File: src/rtl/systolic_mac_pe_if.sv
// Port bundle of one systolic MAC processing element: operand inputs from
// west/north, forwarded operands east/south, accumulator status and the
// result drain chain.
//   master : drives operands, drain controls and drain_in (upstream side)
//   slave  : the PE itself; drives east/south, result, ovf, err, drain_out
interface systolic_mac_pe_if #(
  parameter int unsigned DATA_W = 8,
  parameter int unsigned ACC_W  = 32
);
  logic [DATA_W-1:0] west_data;
  logic              west_valid;
  logic              west_first;
  logic [DATA_W-1:0] north_data;
  logic              north_valid;
  logic [DATA_W-1:0] east_data;
  logic              east_valid;
  logic              east_first;
  logic [DATA_W-1:0] south_data;
  logic              south_valid;
  logic [ACC_W-1:0]  result;
  logic              ovf;
  logic              err;
  logic              drain_load;
  logic              drain_shift;
  logic [ACC_W-1:0]  drain_in;
  logic              drain_in_valid;
  logic [ACC_W-1:0]  drain_out;
  logic              drain_out_valid;

  modport master (
    output west_data, west_valid, west_first, north_data, north_valid,
    output drain_load, drain_shift, drain_in, drain_in_valid,
    input  east_data, east_valid, east_first, south_data, south_valid,
    input  result, ovf, err, drain_out, drain_out_valid
  );

  modport slave (
    input  west_data, west_valid, west_first, north_data, north_valid,
    input  drain_load, drain_shift, drain_in, drain_in_valid,
    output east_data, east_valid, east_first, south_data, south_valid,
    output result, ovf, err, drain_out, drain_out_valid
  );
endinterface

File: src/rtl/systolic_mac_pe.sv
// Output-stationary systolic MAC processing element.
// Multiplies west x north operands, accumulates locally (signed/unsigned,
// saturating or wrapping), forwards operands east/south after one register
// stage, and exposes the accumulator through a shift-out drain chain.
// Ports:
//   clk  - rising-edge clock
//   rst  - asynchronous active-high reset, clears every register
//   pe   - systolic_mac_pe_if.slave bundle (operands, forwards, result,
//          sticky ovf/err flags, drain chain)
// Parameters: DATA_W >= 2, ACC_W >= 2*DATA_W, SIGNED, SAT.
module systolic_mac_pe #(
  parameter int unsigned DATA_W = 8,
  parameter int unsigned ACC_W  = 32,
  parameter bit          SIGNED = 1'b1,
  parameter bit          SAT    = 1'b1
) (
  input logic             clk,
  input logic             rst,
  systolic_mac_pe_if.slave pe
);

  localparam int unsigned PROD_W = 2 * DATA_W;
  localparam int unsigned SUM_W  = ACC_W + 1;

  logic              fire;
  logic              misalign;
  logic [PROD_W-1:0] west_ext;
  logic [PROD_W-1:0] north_ext;
  logic [PROD_W-1:0] prod;
  logic [SUM_W-1:0]  prod_ext;
  logic [SUM_W-1:0]  acc_ext;
  logic [SUM_W-1:0]  sum;
  logic              sum_ovf;
  logic [ACC_W-1:0]  sat_val;

  logic [ACC_W-1:0]  acc_q, acc_nxt;
  logic              ovf_q, ovf_nxt;
  logic              err_q;
  logic [ACC_W-1:0]  drain_q, drain_nxt;
  logic              drain_vld_q, drain_vld_nxt;

  logic [DATA_W-1:0] east_data_q, south_data_q;
  logic              east_valid_q, east_first_q, south_valid_q;

  assign fire     = pe.west_valid & pe.north_valid;
  assign misalign = pe.west_valid ^ pe.north_valid;

  // Operands extended to full product width; the low PROD_W bits of the
  // extended multiply are the exact signed or unsigned product.
  always_comb begin
    west_ext  = {{DATA_W{1'b0}}, pe.west_data};
    north_ext = {{DATA_W{1'b0}}, pe.north_data};
    if (SIGNED) begin
      west_ext  = {{DATA_W{pe.west_data[DATA_W-1]}}, pe.west_data};
      north_ext = {{DATA_W{pe.north_data[DATA_W-1]}}, pe.north_data};
    end
  end

  assign prod = PROD_W'(west_ext * north_ext);

  // One extra bit on the add so overflow is visible in the sum itself.
  always_comb begin
    prod_ext = {{(SUM_W-PROD_W){1'b0}}, prod};
    acc_ext  = {1'b0, acc_q};
    if (SIGNED) begin
      prod_ext = {{(SUM_W-PROD_W){prod[PROD_W-1]}}, prod};
      acc_ext  = {acc_q[ACC_W-1], acc_q};
    end
  end

  assign sum = acc_ext + prod_ext;

  // Signed: top two bits disagree. Unsigned: carry out (product is never
  // negative, so only the upper bound can be crossed).
  always_comb begin
    sum_ovf = sum[SUM_W-1];
    sat_val = '1;
    if (SIGNED) begin
      sum_ovf = sum[SUM_W-1] ^ sum[SUM_W-2];
      sat_val = sum[SUM_W-1] ? {1'b1, {(ACC_W-1){1'b0}}}
                             : {1'b0, {(ACC_W-1){1'b1}}};
    end
  end

  // Accumulator and overflow next state; a first beat restarts both.
  always_comb begin
    acc_nxt = acc_q;
    ovf_nxt = ovf_q;
    if (fire) begin
      if (pe.west_first) begin
        acc_nxt = prod_ext[ACC_W-1:0];
        ovf_nxt = 1'b0;
      end else begin
        acc_nxt = (SAT && sum_ovf) ? sat_val : sum[ACC_W-1:0];
        if (sum_ovf) begin
          ovf_nxt = 1'b1;
        end
      end
    end
  end

  // Drain register: load takes the post-update accumulator and wins over shift.
  always_comb begin
    drain_nxt     = drain_q;
    drain_vld_nxt = drain_vld_q;
    if (pe.drain_load) begin
      drain_nxt     = acc_nxt;
      drain_vld_nxt = 1'b1;
    end else if (pe.drain_shift) begin
      drain_nxt     = pe.drain_in;
      drain_vld_nxt = pe.drain_in_valid;
    end
  end

  // Accumulator, flags and drain state.
  always_ff @(posedge clk or posedge rst) begin
    if (rst) begin
      acc_q       <= '0;
      ovf_q       <= 1'b0;
      err_q       <= 1'b0;
      drain_q     <= '0;
      drain_vld_q <= 1'b0;
    end else begin
      acc_q       <= acc_nxt;
      ovf_q       <= ovf_nxt;
      drain_q     <= drain_nxt;
      drain_vld_q <= drain_vld_nxt;
      if (misalign) begin
        err_q <= 1'b1;
      end
    end
  end

  // Operand forwarding; data holds when its valid is low.
  always_ff @(posedge clk or posedge rst) begin
    if (rst) begin
      east_data_q   <= '0;
      east_valid_q  <= 1'b0;
      east_first_q  <= 1'b0;
      south_data_q  <= '0;
      south_valid_q <= 1'b0;
    end else begin
      east_valid_q  <= pe.west_valid;
      east_first_q  <= pe.west_first & pe.west_valid;
      south_valid_q <= pe.north_valid;
      if (pe.west_valid) begin
        east_data_q <= pe.west_data;
      end
      if (pe.north_valid) begin
        south_data_q <= pe.north_data;
      end
    end
  end

  assign pe.east_data       = east_data_q;
  assign pe.east_valid      = east_valid_q;
  assign pe.east_first      = east_first_q;
  assign pe.south_data      = south_data_q;
  assign pe.south_valid     = south_valid_q;
  assign pe.result          = acc_q;
  assign pe.ovf             = ovf_q;
  assign pe.err             = err_q;
  assign pe.drain_out       = drain_q;
  assign pe.drain_out_valid = drain_vld_q;

endmodule

File: src/flat_wrapper.sv
// flat-port wrapper written by rule: the top's interface ports become plain ports
module systolic_mac_pe_flat 
#(
  parameter int unsigned DATA_W = 8,
  parameter int unsigned ACC_W  = 32,
  parameter bit          SIGNED = 1'b1,
  parameter bit          SAT    = 1'b1
)
  (clk, rst, pe_west_data, pe_west_valid, pe_west_first, pe_north_data, pe_north_valid, pe_drain_load, pe_drain_shift, pe_drain_in, pe_drain_in_valid, pe_east_data, pe_east_valid, pe_east_first, pe_south_data, pe_south_valid, pe_result, pe_ovf, pe_err, pe_drain_out, pe_drain_out_valid);
  systolic_mac_pe_if #(.DATA_W(DATA_W), .ACC_W(ACC_W)) pe_i ();
  input logic clk;
  input logic rst;
  input wire logic [$bits(pe_i.west_data)-1:0] pe_west_data;
  input wire logic [$bits(pe_i.west_valid)-1:0] pe_west_valid;
  input wire logic [$bits(pe_i.west_first)-1:0] pe_west_first;
  input wire logic [$bits(pe_i.north_data)-1:0] pe_north_data;
  input wire logic [$bits(pe_i.north_valid)-1:0] pe_north_valid;
  input wire logic [$bits(pe_i.drain_load)-1:0] pe_drain_load;
  input wire logic [$bits(pe_i.drain_shift)-1:0] pe_drain_shift;
  input wire logic [$bits(pe_i.drain_in)-1:0] pe_drain_in;
  input wire logic [$bits(pe_i.drain_in_valid)-1:0] pe_drain_in_valid;
  output wire logic [$bits(pe_i.east_data)-1:0] pe_east_data;
  output wire logic [$bits(pe_i.east_valid)-1:0] pe_east_valid;
  output wire logic [$bits(pe_i.east_first)-1:0] pe_east_first;
  output wire logic [$bits(pe_i.south_data)-1:0] pe_south_data;
  output wire logic [$bits(pe_i.south_valid)-1:0] pe_south_valid;
  output wire logic [$bits(pe_i.result)-1:0] pe_result;
  output wire logic [$bits(pe_i.ovf)-1:0] pe_ovf;
  output wire logic [$bits(pe_i.err)-1:0] pe_err;
  output wire logic [$bits(pe_i.drain_out)-1:0] pe_drain_out;
  output wire logic [$bits(pe_i.drain_out_valid)-1:0] pe_drain_out_valid;
  assign pe_i.west_data = pe_west_data;
  assign pe_i.west_valid = pe_west_valid;
  assign pe_i.west_first = pe_west_first;
  assign pe_i.north_data = pe_north_data;
  assign pe_i.north_valid = pe_north_valid;
  assign pe_i.drain_load = pe_drain_load;
  assign pe_i.drain_shift = pe_drain_shift;
  assign pe_i.drain_in = pe_drain_in;
  assign pe_i.drain_in_valid = pe_drain_in_valid;
  assign pe_east_data = pe_i.east_data;
  assign pe_east_valid = pe_i.east_valid;
  assign pe_east_first = pe_i.east_first;
  assign pe_south_data = pe_i.south_data;
  assign pe_south_valid = pe_i.south_valid;
  assign pe_result = pe_i.result;
  assign pe_ovf = pe_i.ovf;
  assign pe_err = pe_i.err;
  assign pe_drain_out = pe_i.drain_out;
  assign pe_drain_out_valid = pe_i.drain_out_valid;
  systolic_mac_pe #(.DATA_W(DATA_W), .ACC_W(ACC_W), .SIGNED(SIGNED), .SAT(SAT)) u_core (.clk(clk), .rst(rst), .pe(pe_i));
endmodule
File: config.mk
export PLATFORM = sky130hd
export DESIGN_NAME = systolic_mac_pe_flat
export DESIGN_NICKNAME = d
export VERILOG_FILES = /design/src/rtl/systolic_mac_pe_if.sv /design/src/rtl/systolic_mac_pe.sv /design/src/flat_wrapper.sv
export SDC_FILE = /design/constraint.sdc
export NUM_CORES = 1
export LEC_CHECK = 0
export CAP_MARGIN = 20
export CORE_UTILIZATION = 55
export CTS_CLUSTER_DIAMETER = 30
export DETAILED_ROUTE_END_ITERATION = 7
export GPL_TIMING_DRIVEN = 0
export HOLD_SLACK_MARGIN = 0.06
export PLACE_DENSITY = 0.8
export SETUP_SLACK_MARGIN = 0.15
export SYNTH_ARGS = -nofsm -noshare
export SYNTH_HDL_FRONTEND = slang
export SYNTH_SLANG_ARGS = --single-unit
File: constraint.sdc
create_clock -name clk -period 3.9 [get_ports clk]
set_input_delay 0.585 -clock clk [delete_from_list [all_inputs] [get_ports clk]]
set_output_delay 0.585 -clock clk [all_outputs]
set_load 0.005 [all_outputs]
==> metrics <==
Core Box Area=14700 µm²; number of global-route vias before repair=8249; Worst-Margin Slew=1070 ps; CP Data Arrival Time=7250 ps; fin worst setup slack=-3090 ps; critical path endpoint category=register; Reg-to-Reg End=u_core.pe.drain_out[12]; Area growth syn-to-layout=44.3%; first-pass GRT wire length=43100 µm; CP peak stage delay=560 ps; Max-slew headroom=0.284; Finished Cell Area=12100 µm²; final cycle utilization of the critical path=1.79; status=finished, violations left; Boundary Pins=142; first-pass iteration count of the detailed router=8; Cell Rows=44; final hold slack=486 ps; failing checks=DRC, setup timing; Worst-Skew Late Latency=360 ps; final hold violation count=0; R2R setup slack=180 ps; H-Tree Depth=3; GRT Overall Usage=0.355; Die Width=125 µm; final RePlAce weighted congestion=0.971; crit path buf inv count=6; Hold Crit Endpoint=u_core.pe.err; worst hold path class=register to register; Final min period=6990 ps; NumNets Final=1342; DP Area=10300 µm²; cell count after synthesis=936; CTS sink count=86; Hold-fix buffers, CTS=0; Remaining DRCs=10; EDFF count, synth=0; Wirelength per Cell=20.8 µm; fraction of layout cells with a size suffix above 1=0.259; synth unique cells=69; hold path depth=1; Yosys warnings=0; Req. time, crit path=4160 ps; R2R depth=12; Setup Viol. Count Final=65; Starting Density=0.569; Chip Height=125 µm; remaining antenna violation count after routing=0; Detailed Place HPWL=18900 µm; critical path peak fanout=9; CTS Buf Count=9; final slew viol count=0; unrepaired setup endpoints after global routing=true; hold_sp=u_core.pe.err; synthesized cell area=8360 µm²; CP most frequent cell=fa_1; DRT Wirelength=28200 µm; Max Fclk=0.143 GHz; clk slew on worst S/H paths=70 ps; gr ovfl total=0; pin count of the biggest net entering global routing=46; initial antenna violation count=0; via count=8339; sequential cell area fraction in the yosys report=0.257; die area=15700 µm²; startpoint types=input pin; fraction of registers with async set/reset=1.00; Avg Synthesized Cell Area=8.93 µm²; Top delay family on crit path=adder cells; Main synth FF type=dfrtp_1; MaxCap Viol Count=0; root buffer cell=clkbuf_16; CTS Buffer Depth=2; Final Skew=11.5 ps; Seq cells post-synth=86; diodes inserted=0; worst slack at placement=-4390 ps; I/O Buffers=139; Crit-path slowest cell=fa_1; crit path kind=input pin to register; R2R Path Start=u_core.pe.result[0]; vias per cell=6.15; CTS tree=built; Synth Net Count=1111; 1st-iter DRT viols=823
cell usage after synthesis (all sizes together) (2+ instances only):
cell	n	area share
buf	6	0.0045
o22a	2	0.0021
dfrtp	86	0.26
o22ai	8	0.0060
a221o	3	0.0036
xor2	11	0.012
o221ai	6	0.0063
a21oi	55	0.034
o21bai	8	0.0072
nor2	50	0.023
o2bb2ai	4	0.0042
o21a	7	0.0064
a211o	4	0.0042
a31oi	14	0.011
fa	56	0.13
o31a	2	0.0021
nand2b	8	0.0060
inv	108	0.048
nor2b	19	0.014
a31o	4	0.0042
xnor2	31	0.032
nand2	92	0.042
a41oi	2	0.0030
o211ai	11	0.0099
nor3	6	0.0036
clkbuf	29	0.013
o31ai	4	0.0036
nand4	2	0.0015
nand3	25	0.015
or3	2	0.0015
a211oi	6	0.0054
o21ai	49	0.031
and2	46	0.034
maj3	7	0.0087
a21o	23	0.021
and4	3	0.0031
mux2	26	0.035
a21boi	2	0.0018
ha	63	0.094
and3	7	0.0052
mux2i	22	0.026
or2	3	0.0022
worst register-to-register path, delay by kind of cell, from the launching register on:
| family | cells | cell delay, ps |
|---|---|---|
| AO/OA/AOI/OAI | 8 | 2010 |
| adder cells (fa/ha/maj) | 3 | 1050 |
| buffers and inverters | 1 | 170 |
| flip-flops | 1 | 410 |
layout make-up:
type	count	area, µm²
well taps	184	230
repair buffers	220	2230
plain buffers	35	240
flip-flops and latches	86	2150
clock buffers	10	229
fillers	862	2640
inverters	109	412
multi-input cells	706	6520
clock inverters	6	46.3
per-stage QoR:
stage          std cells  TNS [ps]  utilization
4_1_cts             1337   -182030        0.789
2_1_floorplan        936   -174700            -
6_report            1356   -192710        0.820
3_3_place_gp        1259   -306690        0.696
3_5_place_dp        1260   -274610        0.698
5_1_grt             1356   -207230        0.820
worst max path at each step:
stage                                 from                 endpoint  slack (ps)  depth (start not counted)
after CTS                  pe_west_data[7]  u_core.pe.drain_out[12]       -2920                         31
final                     pe_north_data[5]  u_core.pe.drain_out[12]       -3090                         30
after global placement    pe_north_data[3]  u_core.pe.drain_out[11]       -4350                         28
after floorplan            pe_west_data[7]  u_core.pe.drain_out[12]       -2860                         30
after global routing       pe_west_data[5]     u_core.pe.result[29]       -3290                         33
after detailed placement  pe_north_data[4]  u_core.pe.drain_out[11]       -4390                         28
logic make-up after synthesis:
kind of cell / after synthesis / synth area share
and+or+nand+nor: 265 / 0.153
AOI/OAI and AO/OA: 225 / 0.181
buffers and inverters: 144 / 0.0665
adders and majority gates: 126 / 0.237
DFF: 86 / 0.257
muxes: 48 / 0.0614
xor gates and xnor gates: 42 / 0.0440
layer usage:
layer,global-route usage,wire [µm]
met5,0,0
met4,0.151,1190
met3,0.0638,2430
met2,0.566,13400
met1,0.477,11200
registers in the layout, indices dropped and copies added (netlist names):
| name | cells |
|---|---|
| u_core.pe.drain_out | 32 |
| u_core.pe.south_valid | 1 |
| u_core.pe.east_data | 8 |
| u_core.pe.east_valid | 1 |
| u_core.pe.ovf | 1 |
| u_core.pe.result | 32 |
| u_core.pe.east_first | 1 |
| u_core.pe.drain_out_valid | 1 |
| u_core.pe.err | 1 |
| u_core.pe.south_data | 8 |
layout by cell type (no fill, tap or decap), types with 25 or more instances in the layout:
| cell type | n |
|---|---|
| o21ai_0 | 28 |
| nor2_1 | 46 |
| inv_1 | 102 |
| fa_1 | 55 |
| nand2_1 | 73 |
| clkdlybuf4s50_1 | 124 |
| mux2_2 | 26 |
| buf_4 | 56 |
| buf_6 | 25 |
| and2_1 | 36 |
| xnor2_1 | 28 |
| ha_1 | 47 |
| dfrtp_1 | 86 |
| a21oi_1 | 36 |
repair_timing:
| action | in CTS | in global routing |
|---|---|---|
| setup buffers | 56 | 18 |
| setup endpoints to repair | 65 | 65 |
| pin swaps | 68 | 52 |
| gates resized for setup | 221 | 77 |
| gates cloned | 5 | 0 |
Power is left out: the tool's default activity adds up to more than one toggle a clock period on the data nets, which glitch-free logic cannot reach.
